### src/rtl/flit_credit_tx.sv
//------------------------------------------------------------------------------
// Module  : flit_credit_tx
// Brief   : Router FIFO drain stage with credit-based flow control and a
//           registered link output.
// Rev     : 1.0  initial release
//------------------------------------------------------------------------------
`default_nettype none

module flit_credit_tx #(
  parameter int WIDTH   = 544,
  parameter int CREDITS = 4
) (
  input  logic                       clk,
  input  logic                       rst,
  input  logic [WIDTH-1:0]           fifo_data,
  input  logic                       fifo_empty,
  output logic                       fifo_re,
  input  logic                       link_en,
  input  logic                       credit_return,
  output logic                       link_valid,
  output logic [WIDTH-1:0]           link_data,
  output logic [$clog2(CREDITS):0]   credit_cnt,
  output logic [1:0]                 state,
  output logic [31:0]                flit_cnt,
  output logic                       err_credit
);

  localparam int CW = $clog2(CREDITS) + 1;

  localparam logic [CW-1:0] c_credits   = CW'(CREDITS);
  localparam logic [1:0]    c_idle      = 2'd0;
  localparam logic [1:0]    c_send      = 2'd1;
  localparam logic [1:0]    c_wait_cred = 2'd2;

  logic             r_link_valid;
  logic [WIDTH-1:0] r_link_data;
  logic [CW-1:0]    r_credit_cnt;
  logic [1:0]       r_state;
  logic [31:0]      r_flit_cnt;
  logic             r_err_credit;

  logic             w_send;
  logic [CW-1:0]    w_credit_nxt;
  logic             w_overflow;
  logic [1:0]       w_state_nxt;

  assign w_send  = ~rst & link_en & ~fifo_empty & (r_credit_cnt != '0);
  assign fifo_re = w_send;

  // A simultaneous send and return cancel out; a return at full saturates.
  always_comb begin
    w_credit_nxt = r_credit_cnt;
    w_overflow   = 1'b0;
    if (w_send && !credit_return) begin
      w_credit_nxt = r_credit_cnt - CW'(1);
    end else if (!w_send && credit_return) begin
      if (r_credit_cnt == c_credits) begin
        w_overflow = 1'b1;
      end else begin
        w_credit_nxt = r_credit_cnt + CW'(1);
      end
    end
  end

  always_comb begin
    w_state_nxt = c_idle;
    if (w_send) begin
      w_state_nxt = c_send;
    end else if ((w_credit_nxt == '0) && !fifo_empty) begin
      w_state_nxt = c_wait_cred;
    end
  end

  always_ff @(posedge clk) begin
    if (rst) begin
      r_link_valid <= 1'b0;
      r_link_data  <= '0;
      r_credit_cnt <= c_credits;
      r_state      <= c_idle;
      r_flit_cnt   <= '0;
      r_err_credit <= 1'b0;
    end else begin
      r_link_valid <= w_send;
      if (w_send) begin
        r_link_data <= fifo_data;
        r_flit_cnt  <= r_flit_cnt + 32'd1;
      end
      r_credit_cnt <= w_credit_nxt;
      r_state      <= w_state_nxt;
      if (w_overflow) begin
        r_err_credit <= 1'b1;
      end
    end
  end

  assign link_valid = r_link_valid;
  assign link_data  = r_link_data;
  assign credit_cnt = r_credit_cnt;
  assign state      = r_state;
  assign flit_cnt   = r_flit_cnt;
  assign err_credit = r_err_credit;

endmodule

`default_nettype wire

### config.mk
export PLATFORM = sky130hd
export DESIGN_NAME = flit_credit_tx
export DESIGN_NICKNAME = d
export VERILOG_FILES = /design/src/rtl/flit_credit_tx.sv
export SDC_FILE = /design/constraint.sdc
export NUM_CORES = 1
export LEC_CHECK = 0
export CAP_MARGIN = 20
export CELL_PAD_IN_SITES_DETAIL_PLACEMENT = 0
export CELL_PAD_IN_SITES_GLOBAL_PLACEMENT = 1
export CORE_AREA = 2 2 442 444
export CTS_BUF_LIST = sky130_fd_sc_hd__clkbuf_4 sky130_fd_sc_hd__clkbuf_8
export CTS_CLUSTER_SIZE = 14
export DETAILED_ROUTE_END_ITERATION = 10
export DIE_AREA = 0 0 444 446
export PLACE_DENSITY = 0.37
export SYNTH_ARGS = -nofsm -noshare
export SYNTH_HDL_FRONTEND = slang
export SYNTH_SLANG_ARGS = --single-unit
### constraint.sdc
create_clock -name clk -period 5.88 [get_ports clk]
set_input_delay 0.882 -clock clk [delete_from_list [all_inputs] [get_ports clk]]
set_output_delay 0.882 -clock clk [all_outputs]
set_load 0.02 [all_outputs]
==> metrics.cfg <==
[outcome]
status=complete, no violations

[critical_path]
r2r_start=credit_cnt[0]$_SDFF_PP0_
critPathMaxFanout=8
setup_slack_of_the_most_critical_reg_to_reg_path_ns=2.97
start_kind=flop
r2r.worst_path.cells=8
cp.required_ns=5.00
timing.critical_path.arrival_ns=3.01
reg2reg_to=link_data[63]$_SDFFE_PP0P_
type_of_the_worst_setup_path=flop to primary output
endpoint_kind=primary output

[sta]
maxSlewHeadroom=0.0935
worst_hold_slack_ns=0.392
setup-violations-final=0
final_hold_viol_count=0
finClkSkew_ns=0.0308
tns_ns=0
timing.fmax_mhz=257
timing.final.crit_share=0.662
worst-slew-pin-transition_ns=1.36
timing.final.ws_setup_ns=1.99
grt_setup_unrepaired=no
timing.final.max_slew_violations=0
finalWorstPathRequiredPeriod_ns=3.89

[synthesis]
synth.yosys.seq_area_share=0.571
synth_xor_area_frac=0.00300
synth_seq_cells=582
synth_compound_gate_area_share=0.149
post_synth_and_or_nand_nor_area_fraction=0.234
yosys-mux-area-fraction=0.00276
synthesis.instances=2599
synth.avg_cell_area_um2=7.85
synthAdderAreaFrac=0.00245
synth_top_family_by_area=simple AND/OR/NAND/NOR gates
ys_warn_count=0
syn-cell-area_mm2=0.0204
synth_nets=3152
synth_cell_types=37

[drt]
drt_first_iter_violations=968
post-route-drc-count=0
wire_per_inst_um=21.6
final_antenna_net_count=0
num_vias=21900
route.final.wire_length_mm=137
via_per_inst=3.45
drt_pass_1_iters=5

[run]
timing.max_cap.violations=0

[clock_tree]
cts_max_path_buffers=3
cts-resized-gates=0
cts.clk_slew.worst_paths_ns=0.05
ctsHoldBuffers=0
ctsHtreeMaxLevel=4
cts_setup_buffers=0
clock_latency_at_the_later_pin_of_the_worst_skew_pair_ns=0.89
cts_tree=built
cts_sinks=582
clk_root_buffer_cell=sky130_fd_sc_hd__clkbuf_8
cts_buffers=133

[global_route]
grt_max_degree=177
grt_overflow=0
globalRouteTotalUtil=0.132
number_of_antenna_violations_at_the_first_check_in_global_routing=40
via_count_of_the_first_global_routing_pass=21633
grt_first_pass_wirelength_mm=183

[pwr]
swShare=0.294
cellPowerDensity_mw_per_mm2=291
cellInternalPower_mw=7.65
p_leak_nw=12.6
vdd_drop_max_uv=148
p_clk_frac=0.450
comb_power_share=0.157
total_power_mw=10.8
switching_power_mw=3.18
fraction_of_power_consumed_by_sequential_logic=0.394

[placed_design]
detailedPlacementHpwl_mm=103
dpl-instance-area_mm2=0.0346
port_buffers=1132
place_congestion=0.796
detailedPlace.worstSlack_ns=1.98

[finish]
design.final.nets=4258
fin_area_mm2=0.0373
final_layout_size_suffix_gt1_frac=0.0694
area_growth_syn_to_layout_pct=82.5

[die]
core_area_mm2=0.194
io_pins=1133
die-height_um=446
die_area_mm2=0.198
initial_utilization=0.105
floorplan.die.width_um=444
floorplan_row_count=162

[hold_path]
worstHoldStart=rst
worst_hold_path_type=input pin to flop
holdPathStages=2
whs_endpoint=link_data[433]$_SDFFE_PP0P_

-- worst max-delay path, stage by stage (launching register included) --
cell	delay, ns
sky130_fd_sc_hd__dfxtp_1	0.40
sky130_fd_sc_hd__inv_1	0.12
sky130_fd_sc_hd__ha_1	0.30
sky130_fd_sc_hd__nor2b_1	0.26
sky130_fd_sc_hd__nor3_1	0.29
sky130_fd_sc_hd__clkdlybuf4s50_1	0.76
-- power groups by stage --
stage / registers, mW / clock network (mW) / logic, mW
2_1_floorplan: 4.56 / 0 / 0.416
3_3_place_gp: 4.34 / 0 / 1.75
3_5_place_dp: 4.35 / 0 / 1.74
4_1_cts: 4.27 / 5.19 / 1.75
5_1_grt: 4.29 / 5.32 / 1.82
6_report: 4.27 / 4.87 / 1.70
-- per-stage QoR --
stage,utilization,std cells
final,0.192,6342
after CTS,0.192,6333
after global routing,0.192,6340
after detailed placement,0.179,6112
after floorplan,-,2599
after global placement,0.179,6112
-- cell usage in the layout (no fill, tap or decap), types with 6 or more instances in the layout --
cell type	synthesis	routed
sky130_fd_sc_hd__clkdlybuf4s50_1	0	1131
sky130_fd_sc_hd__nand2_1	1104	1103
sky130_fd_sc_hd__dfxtp_1	582	582
sky130_fd_sc_hd__a21oi_1	567	567
sky130_fd_sc_hd__clkbuf_8	0	149
sky130_fd_sc_hd__clkbuf_4	0	57
sky130_fd_sc_hd__buf_4	1	21
sky130_fd_sc_hd__nor2_1	16	15
sky130_fd_sc_hd__or4_1	15	15
sky130_fd_sc_hd__o31ai_1	13	13
sky130_fd_sc_hd__nand4_1	12	12
sky130_fd_sc_hd__buf_12	0	12
sky130_fd_sc_hd__nand3_1	10	10
sky130_fd_sc_hd__or3_1	10	10
sky130_fd_sc_hd__diode_2	0	9
sky130_fd_sc_hd__o21ai_0	8	8
sky130_fd_sc_hd__xnor2_1	6	6
sky130_fd_sc_hd__nor4_1	6	6
sky130_fd_sc_hd__and3_1	6	6
sky130_fd_sc_hd__and4_1	6	6
-- worst max-delay path by stage --
stage                              from  slack (ns)  cells after the start                          end
5_1_grt        credit_cnt[0]$_SDFF_PP0_        1.66                      5                      fifo_re
3_3_place_gp                 fifo_empty        2.03                      7  link_data[124]$_SDFFE_PP0P_
4_1_cts        credit_cnt[0]$_SDFF_PP0_        1.75                      5                      fifo_re
3_5_place_dp                 fifo_empty        1.98                      7  link_data[162]$_SDFFE_PP0P_
2_1_floorplan  credit_cnt[0]$_SDFF_PP0_        3.30                      5                      fifo_re
6_report       credit_cnt[0]$_SDFF_PP0_        1.99                      5                      fifo_re
-- sequential cells by signal, indices dropped and copies added, names as in the netlist --
signal,cells
state,1
flit_cnt,32
link_data,544
credit_cnt,3
err_credit,1
link_valid,1
-- cell families after synthesis --
group | after synthesis
AO/OA/AOI/OAI | 595
AND/OR/NAND/NOR | 1207
buffers and inverters | 199
flip-flops | 582
XOR/XNOR | 7
multiplexers | 5
adder cells (fa/ha/maj) | 4
-- synthesized netlist by cell type --
library cell,count,area [um^2]
sky130_fd_sc_hd__a2111oi_0,1,8.76
sky130_fd_sc_hd__a21oi_1,567,2840
sky130_fd_sc_hd__a41oi_1,1,8.76
sky130_fd_sc_hd__and2_1,3,18.8
sky130_fd_sc_hd__and3_1,6,37.5
sky130_fd_sc_hd__and4_1,6,52.6
sky130_fd_sc_hd__and4b_1,1,10.0
sky130_fd_sc_hd__buf_1,2,7.51
sky130_fd_sc_hd__buf_2,14,70.1
sky130_fd_sc_hd__buf_4,1,7.51
sky130_fd_sc_hd__buf_6,1,11.3
sky130_fd_sc_hd__clkbuf_1,176,661
sky130_fd_sc_hd__dfxtp_1,582,11700
sky130_fd_sc_hd__ha_1,4,50.1
sky130_fd_sc_hd__inv_1,5,18.8
sky130_fd_sc_hd__mux2_2,5,56.3
sky130_fd_sc_hd__nand2_1,1104,4140
sky130_fd_sc_hd__nand2b_1,4,25.0
sky130_fd_sc_hd__nand3_1,10,50.1
sky130_fd_sc_hd__nand4_1,12,75.1
sky130_fd_sc_hd__nand4b_1,1,8.76
sky130_fd_sc_hd__nand4bb_1,1,11.3
sky130_fd_sc_hd__nor2_1,16,60.1
sky130_fd_sc_hd__nor2b_1,5,31.3
sky130_fd_sc_hd__nor3_1,5,25.0
sky130_fd_sc_hd__nor3b_2,1,12.5
sky130_fd_sc_hd__nor4_1,6,37.5
sky130_fd_sc_hd__o211ai_1,2,15.0
sky130_fd_sc_hd__o21ai_0,8,40.0
sky130_fd_sc_hd__o311a_1,1,10.0
sky130_fd_sc_hd__o311ai_0,2,17.5
sky130_fd_sc_hd__o31ai_1,13,97.6
sky130_fd_sc_hd__or3_1,10,62.6
sky130_fd_sc_hd__or4_1,15,113
sky130_fd_sc_hd__or4b_1,1,10.0
sky130_fd_sc_hd__xnor2_1,6,52.6
sky130_fd_sc_hd__xor2_1,1,8.76
-- layer usage --
metal	share of wire	global-route usage	up-vias
met5	0.00081	0	-
met2	0.50	0.226	701
met4	0.022	0.0368	18
met1	0.40	0.150	10274
met3	0.083	0.0550	205
li1	-	-	10702
-- final cells by class --
| cell class | count | area, um^2 |
|---|---|---|
| fill | 21802 | 156000 |
| timing repair buffer | 1165 | 11700 |
| sequential | 582 | 11700 |
| multi-input combinational | 1818 | 8000 |
| tap | 2542 | 3180 |
| clock buffer | 206 | 2480 |
| clock inverter | 15 | 164 |
| antenna | 9 | 22.5 |
| inverter | 5 | 18.8 |
Power figures use the tool's default switching activity.
